==> src/rtl/prog_loader.sv <==
// Host byte-stream loader: frames SYNC/LEN/payload into program-memory writes and holds the uP in reset until done.
// Optional running-sum check of the payload is enabled with the PROG_LOADER_CHECKSUM_EN macro.
module prog_loader #(
  parameter int          ADDR_WIDTH = 10,
  parameter int          INSN_WIDTH = 16,
  parameter logic [7:0]  SYNC_BYTE  = 8'hA5
) (
  input  logic                  Clock,
  input  logic                  Reset,
  input  logic [7:0]            iByteData,
  input  logic                  iByteValid,
  output logic                  oByteReady,
  output logic                  oMemWrEn,
  output logic [ADDR_WIDTH-1:0] oMemAddr,
  output logic [INSN_WIDTH-1:0] oMemData,
  output logic                  oCpuReset,
  output logic                  oDone,
  output logic                  oError
);

  localparam int BPW = INSN_WIDTH / 8;
  localparam int BCW = (BPW > 1) ? $clog2(BPW) : 1;
  localparam logic [16:0] MAX_WORDS = 17'(1) << ADDR_WIDTH;

  typedef enum logic [2:0] {
    S_IDLE   = 3'd0,
    S_LEN_HI = 3'd1,
    S_LEN_LO = 3'd2,
    S_DATA   = 3'd3,
`ifdef PROG_LOADER_CHECKSUM_EN
    S_CHK    = 3'd4,
`endif
    S_DONE   = 3'd5,
    S_ERROR  = 3'd6
  } state_t;

  state_t                state_q, state_d;
  logic [15:0]           len_q, len_d;
  logic [INSN_WIDTH-1:0] word_q, word_d;
  logic [BCW-1:0]        byte_cnt_q, byte_cnt_d;
  logic [ADDR_WIDTH-1:0] word_idx_q, word_idx_d;
  logic                  wr_en_q, wr_en_d;
  logic [ADDR_WIDTH-1:0] addr_q, addr_d;
  logic [INSN_WIDTH-1:0] data_q, data_d;
  logic                  done_q, done_d;
`ifdef PROG_LOADER_CHECKSUM_EN
  logic [7:0]            sum_q, sum_d;
  logic [7:0]            chk_total;
`endif

  logic                  ready_state;
  logic                  accept;
  logic [15:0]           len_full;
  logic [INSN_WIDTH-1:0] assembled;
  logic                  last_word;

  always_comb begin
    ready_state = 1'b0;
    case (state_q)
      S_IDLE, S_LEN_HI, S_LEN_LO, S_DATA: ready_state = 1'b1;
`ifdef PROG_LOADER_CHECKSUM_EN
      S_CHK:                              ready_state = 1'b1;
`endif
      default:                            ready_state = 1'b0;
    endcase
  end

  assign oByteReady = ready_state && !Reset;
  assign accept     = iByteValid && oByteReady;
  assign len_full   = {len_q[15:8], iByteData};
  assign assembled  = INSN_WIDTH'({word_q, iByteData});
  assign last_word  = (17'(word_idx_q) == (17'(len_q) - 17'd1));
`ifdef PROG_LOADER_CHECKSUM_EN
  assign chk_total  = sum_q + iByteData;
`endif

  always_comb begin
    state_d    = state_q;
    len_d      = len_q;
    word_d     = word_q;
    byte_cnt_d = byte_cnt_q;
    word_idx_d = word_idx_q;
    wr_en_d    = 1'b0;
    addr_d     = addr_q;
    data_d     = data_q;
    done_d     = done_q;
`ifdef PROG_LOADER_CHECKSUM_EN
    sum_d      = sum_q;
`endif

    case (state_q)
      S_IDLE: begin
        if (accept && (iByteData == SYNC_BYTE)) state_d = S_LEN_HI;
      end
      S_LEN_HI: begin
        if (accept) begin
          len_d[15:8] = iByteData;
          state_d     = S_LEN_LO;
        end
      end
      S_LEN_LO: begin
        if (accept) begin
          len_d      = len_full;
          byte_cnt_d = '0;
          word_idx_d = '0;
`ifdef PROG_LOADER_CHECKSUM_EN
          sum_d      = '0;
`endif
          // Bounding N here is what makes address wrap impossible in DATA
          if ((len_full == 16'd0) || ({1'b0, len_full} > MAX_WORDS)) state_d = S_ERROR;
          else                                                      state_d = S_DATA;
        end
      end
      S_DATA: begin
        if (accept) begin
          word_d = assembled;
`ifdef PROG_LOADER_CHECKSUM_EN
          sum_d  = sum_q + iByteData;
`endif
          if (byte_cnt_q == BCW'(BPW - 1)) begin
            wr_en_d    = 1'b1;
            addr_d     = word_idx_q;
            data_d     = assembled;
            byte_cnt_d = '0;
            word_idx_d = word_idx_q + ADDR_WIDTH'(1);
            if (last_word) begin
`ifdef PROG_LOADER_CHECKSUM_EN
              state_d = S_CHK;
`else
              state_d = S_DONE;
`endif
            end
          end else begin
            byte_cnt_d = byte_cnt_q + BCW'(1);
          end
        end
      end
`ifdef PROG_LOADER_CHECKSUM_EN
      S_CHK: begin
        if (accept) begin
          if (chk_total == 8'h00) begin
            state_d = S_DONE;
            done_d  = 1'b1;
          end else begin
            state_d = S_ERROR;
          end
        end
      end
`endif
      // Done is raised one cycle after entry so it trails the final write pulse
      S_DONE:  done_d = 1'b1;
      S_ERROR: done_d = 1'b0;
      default: state_d = S_ERROR;
    endcase
  end

  always_ff @(posedge Clock) begin
    if (Reset) begin
      state_q    <= S_IDLE;
      len_q      <= '0;
      word_q     <= '0;
      byte_cnt_q <= '0;
      word_idx_q <= '0;
      wr_en_q    <= 1'b0;
      addr_q     <= '0;
      data_q     <= '0;
      done_q     <= 1'b0;
`ifdef PROG_LOADER_CHECKSUM_EN
      sum_q      <= '0;
`endif
    end else begin
      state_q    <= state_d;
      len_q      <= len_d;
      word_q     <= word_d;
      byte_cnt_q <= byte_cnt_d;
      word_idx_q <= word_idx_d;
      wr_en_q    <= wr_en_d;
      addr_q     <= addr_d;
      data_q     <= data_d;
      done_q     <= done_d;
`ifdef PROG_LOADER_CHECKSUM_EN
      sum_q      <= sum_d;
`endif
    end
  end

  assign oMemWrEn  = wr_en_q;
  assign oMemAddr  = addr_q;
  assign oMemData  = data_q;
  assign oDone     = done_q;
  assign oCpuReset = !done_q;
  assign oError    = (state_q == S_ERROR);

endmodule

==> config.mk <==
export PLATFORM = sky130hd
export DESIGN_NAME = prog_loader
export DESIGN_NICKNAME = d
export VERILOG_FILES = /design/src/rtl/prog_loader.sv
export SDC_FILE = /design/constraint.sdc
export NUM_CORES = 1
export LEC_CHECK = 0
export CAP_MARGIN = 20
export CORE_MARGIN = 2
export CORE_UTILIZATION = 35
export CTS_CLUSTER_DIAMETER = 30
export DETAILED_ROUTE_END_ITERATION = 10
export PLACE_DENSITY = 0.63
export SKIP_CTS_REPAIR_TIMING = 1
export SLEW_MARGIN = 0
export SYNTH_ARGS = -nofsm -noshare
export SYNTH_HDL_FRONTEND = slang
export SYNTH_SLANG_ARGS = --single-unit
==> constraint.sdc <==
create_clock -name Clock -period 2.05 [get_ports Clock]
set_clock_uncertainty 0.15 [all_clocks]
set_input_delay 0.41 -clock Clock [delete_from_list [all_inputs] [get_ports Clock]]
set_output_delay 0.41 -clock Clock [all_outputs]
set_load 0.05 [all_outputs]
# After elaboration in Yosys (flattened, before gate mapping)

Index checks and enable logic that the tools add are counted.
Widths: inputs -> output; s select.

Bits in registers: 66
Input port bits: 11
Output and inout port bits: 31

Equal/unequal tests: 13
Mux-type cells: 21
$add $sub $neg: 3
Bitwise gates (word level): 4
Reductions and logical operators: 20
Order comparisons: 1

Operators with widths:

| kind                  | number |
|---|---|
| $mux 10               | 3 |
| $mux 3                | 7 |
| $pmux 10 s2           | 1 |
| $eq 10x17->1          | 1 |
| $sub 16x1->17 const B | 1 |
| $gt 16x11->1 const B  | 1 |
| $logic_not 16->1      | 1 |
| $pmux 8 s2            | 1 |
| $pmux 3 s5            | 1 |
| $ne 2x2->1 const B    | 6 |
| $add 10x1->10 const B | 1 |
| $reduce_and 3->1      | 3 |
| $eq 8x8->1 const B    | 1 |
| $mux 8                | 1 |
| $reduce_and 7->1      | 1 |
| $eq 3x2->1 const B    | 2 |
| $eq 3x3->1 const B    | 2 |
| $mux 1                | 5 |
| $not 1->1             | 4 |
| $pmux 1 s2            | 2 |
| $reduce_and 2->1      | 2 |
| $reduce_and 4->1      | 1 |
| $reduce_bool 2->1     | 2 |
| $reduce_or 4->1       | 1 |
| 8 further kinds       | 11 |

# Logic depth before layout (Yosys ltp)

Word-level depth: 8
Mapped depth: 8
Gate-level depth less buffers: 8

# Worst setup path before layout

OpenSTA, ideal clock, no wires.

Path type: input-to-output
From: input port Reset
To: output port oByteReady
Arrival time: 1.612 ns
Stages on the path: 4
Setup slack: -0.122 ns
Cells stage by stage: buf_2 clkbuf_1 clkbuf_1 nor2_1

Cells in the longest elaborated chain, start to end: 2

Ends and longest elaborated chain:

| element           | RTL line | RTL |
|---|---|---|
| from (decl)       | 9        | `input logic Reset,` |
| $logic_not 1->1   | 68       | `assign oByteReady = ready_state && !Reset;` |
| $logic_and 1x1->1 | 68       |  |
| to (decl)         | 12       | `output logic oByteReady,` |

Every way passes these cells.

# Final worst setup path

From: register len_q[0]
To: register state_q[1]

Cells in the longest elaborated chain, start to end: 4

Ends and longest elaborated chain:

| element                           | RTL line | RTL |
|---|---|---|
| from (decl)                       | 38       | `logic [15:0] len_q, len_d;` |
| from (signal assigned)            | 173      | `len_q <= len_d;` |
| $sub 16x1->17                     | 72       | `assign last_word = (17'(word_idx_q) == (17'(len_q) - 17'd1));` |
| $eq 10x17->1                      | 72       |  |
| $ne 2x2->1 (no source line)       | n/a      |  |
| $reduce_and 7->1 (no source line) | n/a      |  |
| to (signal assigned)              | 172      | `state_q <= state_d;` |
| to (decl)                         | 37       | `state_t state_q, state_d;` |

Every way passes these cells.
A chain may end at the register's enable or synchronous reset.

==> key figures <==
Outcome
  – Outcome: completed

Route
  – Post-route ant nets: 0
  – Vias per cell: 5.064
  – Final WL: 7.493 mm
  – Mean routed wirelength per cell: 14.03 um
  – Drt initial violations: 88
  – Post-route DRC: 0
  – Vias: 2704
  – Drt first pass iters: 4

Clock tree
  – Clock transition at path regs: 0.08 ns
  – # H-tree levels: 3
  – Total CTS buffers: 9
  – Sink Count: 66
  – Clock Path Buffers: 2
  – CTS root buffer: clkbuf_8
  – Clk_lat worst skew: 0.35 ns
  – CTS tree: done

Worst setup path
  – Critical path class: reg -> reg
  – Top Family by Delay on Critical Path: simple AND/OR/NAND/NOR gates
  – Crit path required time: 2.15 ns
  – Worst Setup End Kind: flip-flop
  – Worst path max stage delay: 0.40 ns
  – CP startpoint kind: flip-flop
  – WP buf/inv: 1
  – Slowest-stage cell, CP: or3_4
  – Arrival @ worst endpoint: 2.13 ns
  – CP Cell Sequence: buf_4, or3_4, o31ai_2, nand3b_1, nor4_2, nand4_1, and2_1
  – Critical Path Fanout Max: 4

Synthesis
  – Distinct cell type count of the synthesized netlist: 50
  – Synth warnings: 0
  – Synthesized cell area: 3015 sq um
  – Post-synth EDFFs: 0
  – Synth async-reset ratio: 0%
  – Post-Synthesis Cells: 351
  – Top_reg_cell synth: dfxtp_1
  – Register bit total from synthesis: 66
  – Register area share after synthesis: 43.82%
  – Synth Area per Inst: 8.591 sq um
  – Post-Syn Nets: 364

Floorplan
  – # rows: 33
  – Core ar.: 8299 sq um
  – Die width: 96.82 um
  – Die area: 9374 sq um
  – I/O Pins: 42
  – Starting Density: 36.33%
  – Die span in y: 96.82 um

Timing
  – TNS Setup: 0 ns
  – Worst slew margin: 58.23%
  – Achievable frequency: 491.9 MHz
  – Setup Viol. Count Final: 0
  – Fin. Hold Viols: 0
  – Period Utilization, post-route: 99.16%
  – Worst Tran Pin Value: 0.6266 ns
  – Fin. max-slew vios: 0
  – Final min period: 2.033 ns
  – RSZ-0062 raised after global routing: true
  – Final hold slack: 0.3047 ns

GRT
  – Largest net degree at the start of global routing: 60
  – First-pass GRT wire length: 12.37 mm
  – Congestion Overflow GR: 0
  – Total track usage: 16.13%
  – Initial antenna violation count: 0
  – Vias in the first global route: 2524

Pwr
  – Pwr dens: 694.8 nW/um^2
  – NetSw: 678.1 uW
  – P_leak: 1.840 nW
  – Sw Share: 23.56%
  – Peak VDD IR: 434.9 uV
  – Flop pwr share: 45.2%
  – Comb pwr share: 7.1%
  – Clock power frac: 47.7%
  – P_int: 2.200 mW

Placed design
  – GPL Wtd Cong: 0.8003
  – Post-DP HPWL: 5.239 mm
  – I/O Buffers: 41

Finish
  – Layout cell share with drive strength beyond 1: 25.64%
  – Antenna Cells: 0
  – Fin nets: 437
  – Synth-to-Final Area Change: 37.34%

Hold path
  – Hold Path Class: reg -> reg

Run
  – Max cap viols: 0
## path summary, 6_finish.rpt
kind / start / endpoint / slack, ns / depth (start not counted)
max reg2reg: len_q[0] / state_q[1] / 0.02 / 7
max: len_q[0] / state_q[1] / 0.02 / 7
min reg2reg: oMemAddr[4] / oMemAddr[4] / 0.30 / 2
min: oMemAddr[4] / oMemAddr[4] / 0.30 / 2
## kinds of logic after synthesis
family | Yosys count | share of synthesized area, %
AND/OR/NAND/NOR | 153 | 25.77
flip-flops | 66 | 43.82
AO/OA/AOI/OAI | 56 | 10.87
buffers and inverters | 29 | 4.108
multiplexers | 26 | 8.631
XOR/XNOR | 19 | 5.975
adder cells (fa/ha/maj) | 2 | 0.8297
## worst register-to-register path: stages (launching register included)
cell and delay, ns:
dfxtp_2 0.34, buf_4 0.15, or3_4 0.40, o31ai_2 0.19
nand3b_1 0.11, nor4_2 0.26, nand4_1 0.15, and2_1 0.18
## metal layers
| layer | share of wire (%) | vias up | GRT usage [%] |
|---|---|---|---|
| li1 | - | 1345 | - |
| met1 | 46 | 1285 | 20.83 |
| met2 | 48 | 62 | 25.91 |
| met3 | 4.4 | 12 | 4.913 |
| met4 | 1.6 | 0 | 4.875 |
| met5 | 0 | - | 0 |
## area by class of cell
class | instances | area [sq um]
Fill cell | 790 | 4158
Multi-Input combinational cell | 256 | 1685
Sequential cell | 66 | 1324
Timing Repair Buffer | 84 | 726.9
Tap cell | 105 | 131.4
Clock buffer | 9 | 123.9
Clock inverter | 7 | 123.9
Inverter | 7 | 26.28
## layout by cell type (no fill, tap or decap), types with 3 or more instances in the layout
cell	Yosys	layout
inv_1	7	5
xor2_1	9	9
buf_12	0	3
o21ai_0	4	4
nand3_1	5	5
mux2i_1	26	26
nand2_1	62	62
a21oi_1	37	36
nand2b_1	3	3
bufinv_16	0	3
dfxtp_1	66	64
or3_1	6	5
nor2_1	41	40
dlymetal6s2s_1	0	9
clkbuf_8	0	9
buf_4	2	65
clkdlybuf4s50_1	0	5
xnor2_1	9	8
nor2b_1	3	3
nor4_2	1	3
nor3b_1	4	4
nand4_1	4	4
## state kept, by name, summed over array words and instances (netlist names)
signal / count
oDone: 1
oMemWrEn: 1
oMemAddr: 10
state_q: 3
word_idx_q: 10
word_q: 8
byte_cnt_q: 1
len_q: 16
oMemData: 16
## power by group through the flow
stage,combinational [mW],sequential (mW),clock (mW)
after floorplan,0.102,1.33,0
after global placement,0.192,1.33,0
after detailed placement,0.193,1.33,0
after CTS,0.194,1.30,1.40
after global routing,0.223,1.30,1.46
final,0.206,1.30,1.37
## Yosys cell counts, types with 2 or more instances
cell       n  area share [%]
nor4_1     5             1.0
nand4b_1   2            0.58
nor2b_1    3            0.62
nor2_1    41             5.1
mux2i_1   26             8.6
o21ai_0    4            0.66
a31oi_1    2            0.41
buf_2      6             1.0
nand3b_1   2            0.50
xnor2_1    9             2.6
inv_1      7            0.87
nor3b_1    4             1.0
buf_4      2            0.50
nand4_1    4            0.83
dfxtp_1   66              44
clkbuf_1  13             1.6
or4_1      2            0.50
ha_1       2            0.83
or3_1      6             1.2
xor2_1     9             2.6
and3_1     2            0.41
a21oi_1   37             6.1
nand2b_1   3            0.62
nand3_1    5            0.83
o32ai_1    2            0.58
nand2_1   62             7.7
o211ai_1   2            0.50
## per-stage QoR
step	util [%]	instance area (sq um)	power, mW	std cells	setup WS, ns
after floorplan	-	3018	1.434	351	0.03881
after global placement	45.03	3737	1.521	516	-0.5150
after detailed placement	45.03	3737	1.523	516	-0.5729
after CTS	48.02	3985	2.890	532	-0.1996
after global routing	49.90	4141	2.980	534	-0.1096
final	49.90	4141	2.878	534	0.01726
Note: power is estimated with default switching activity, not from simulation.
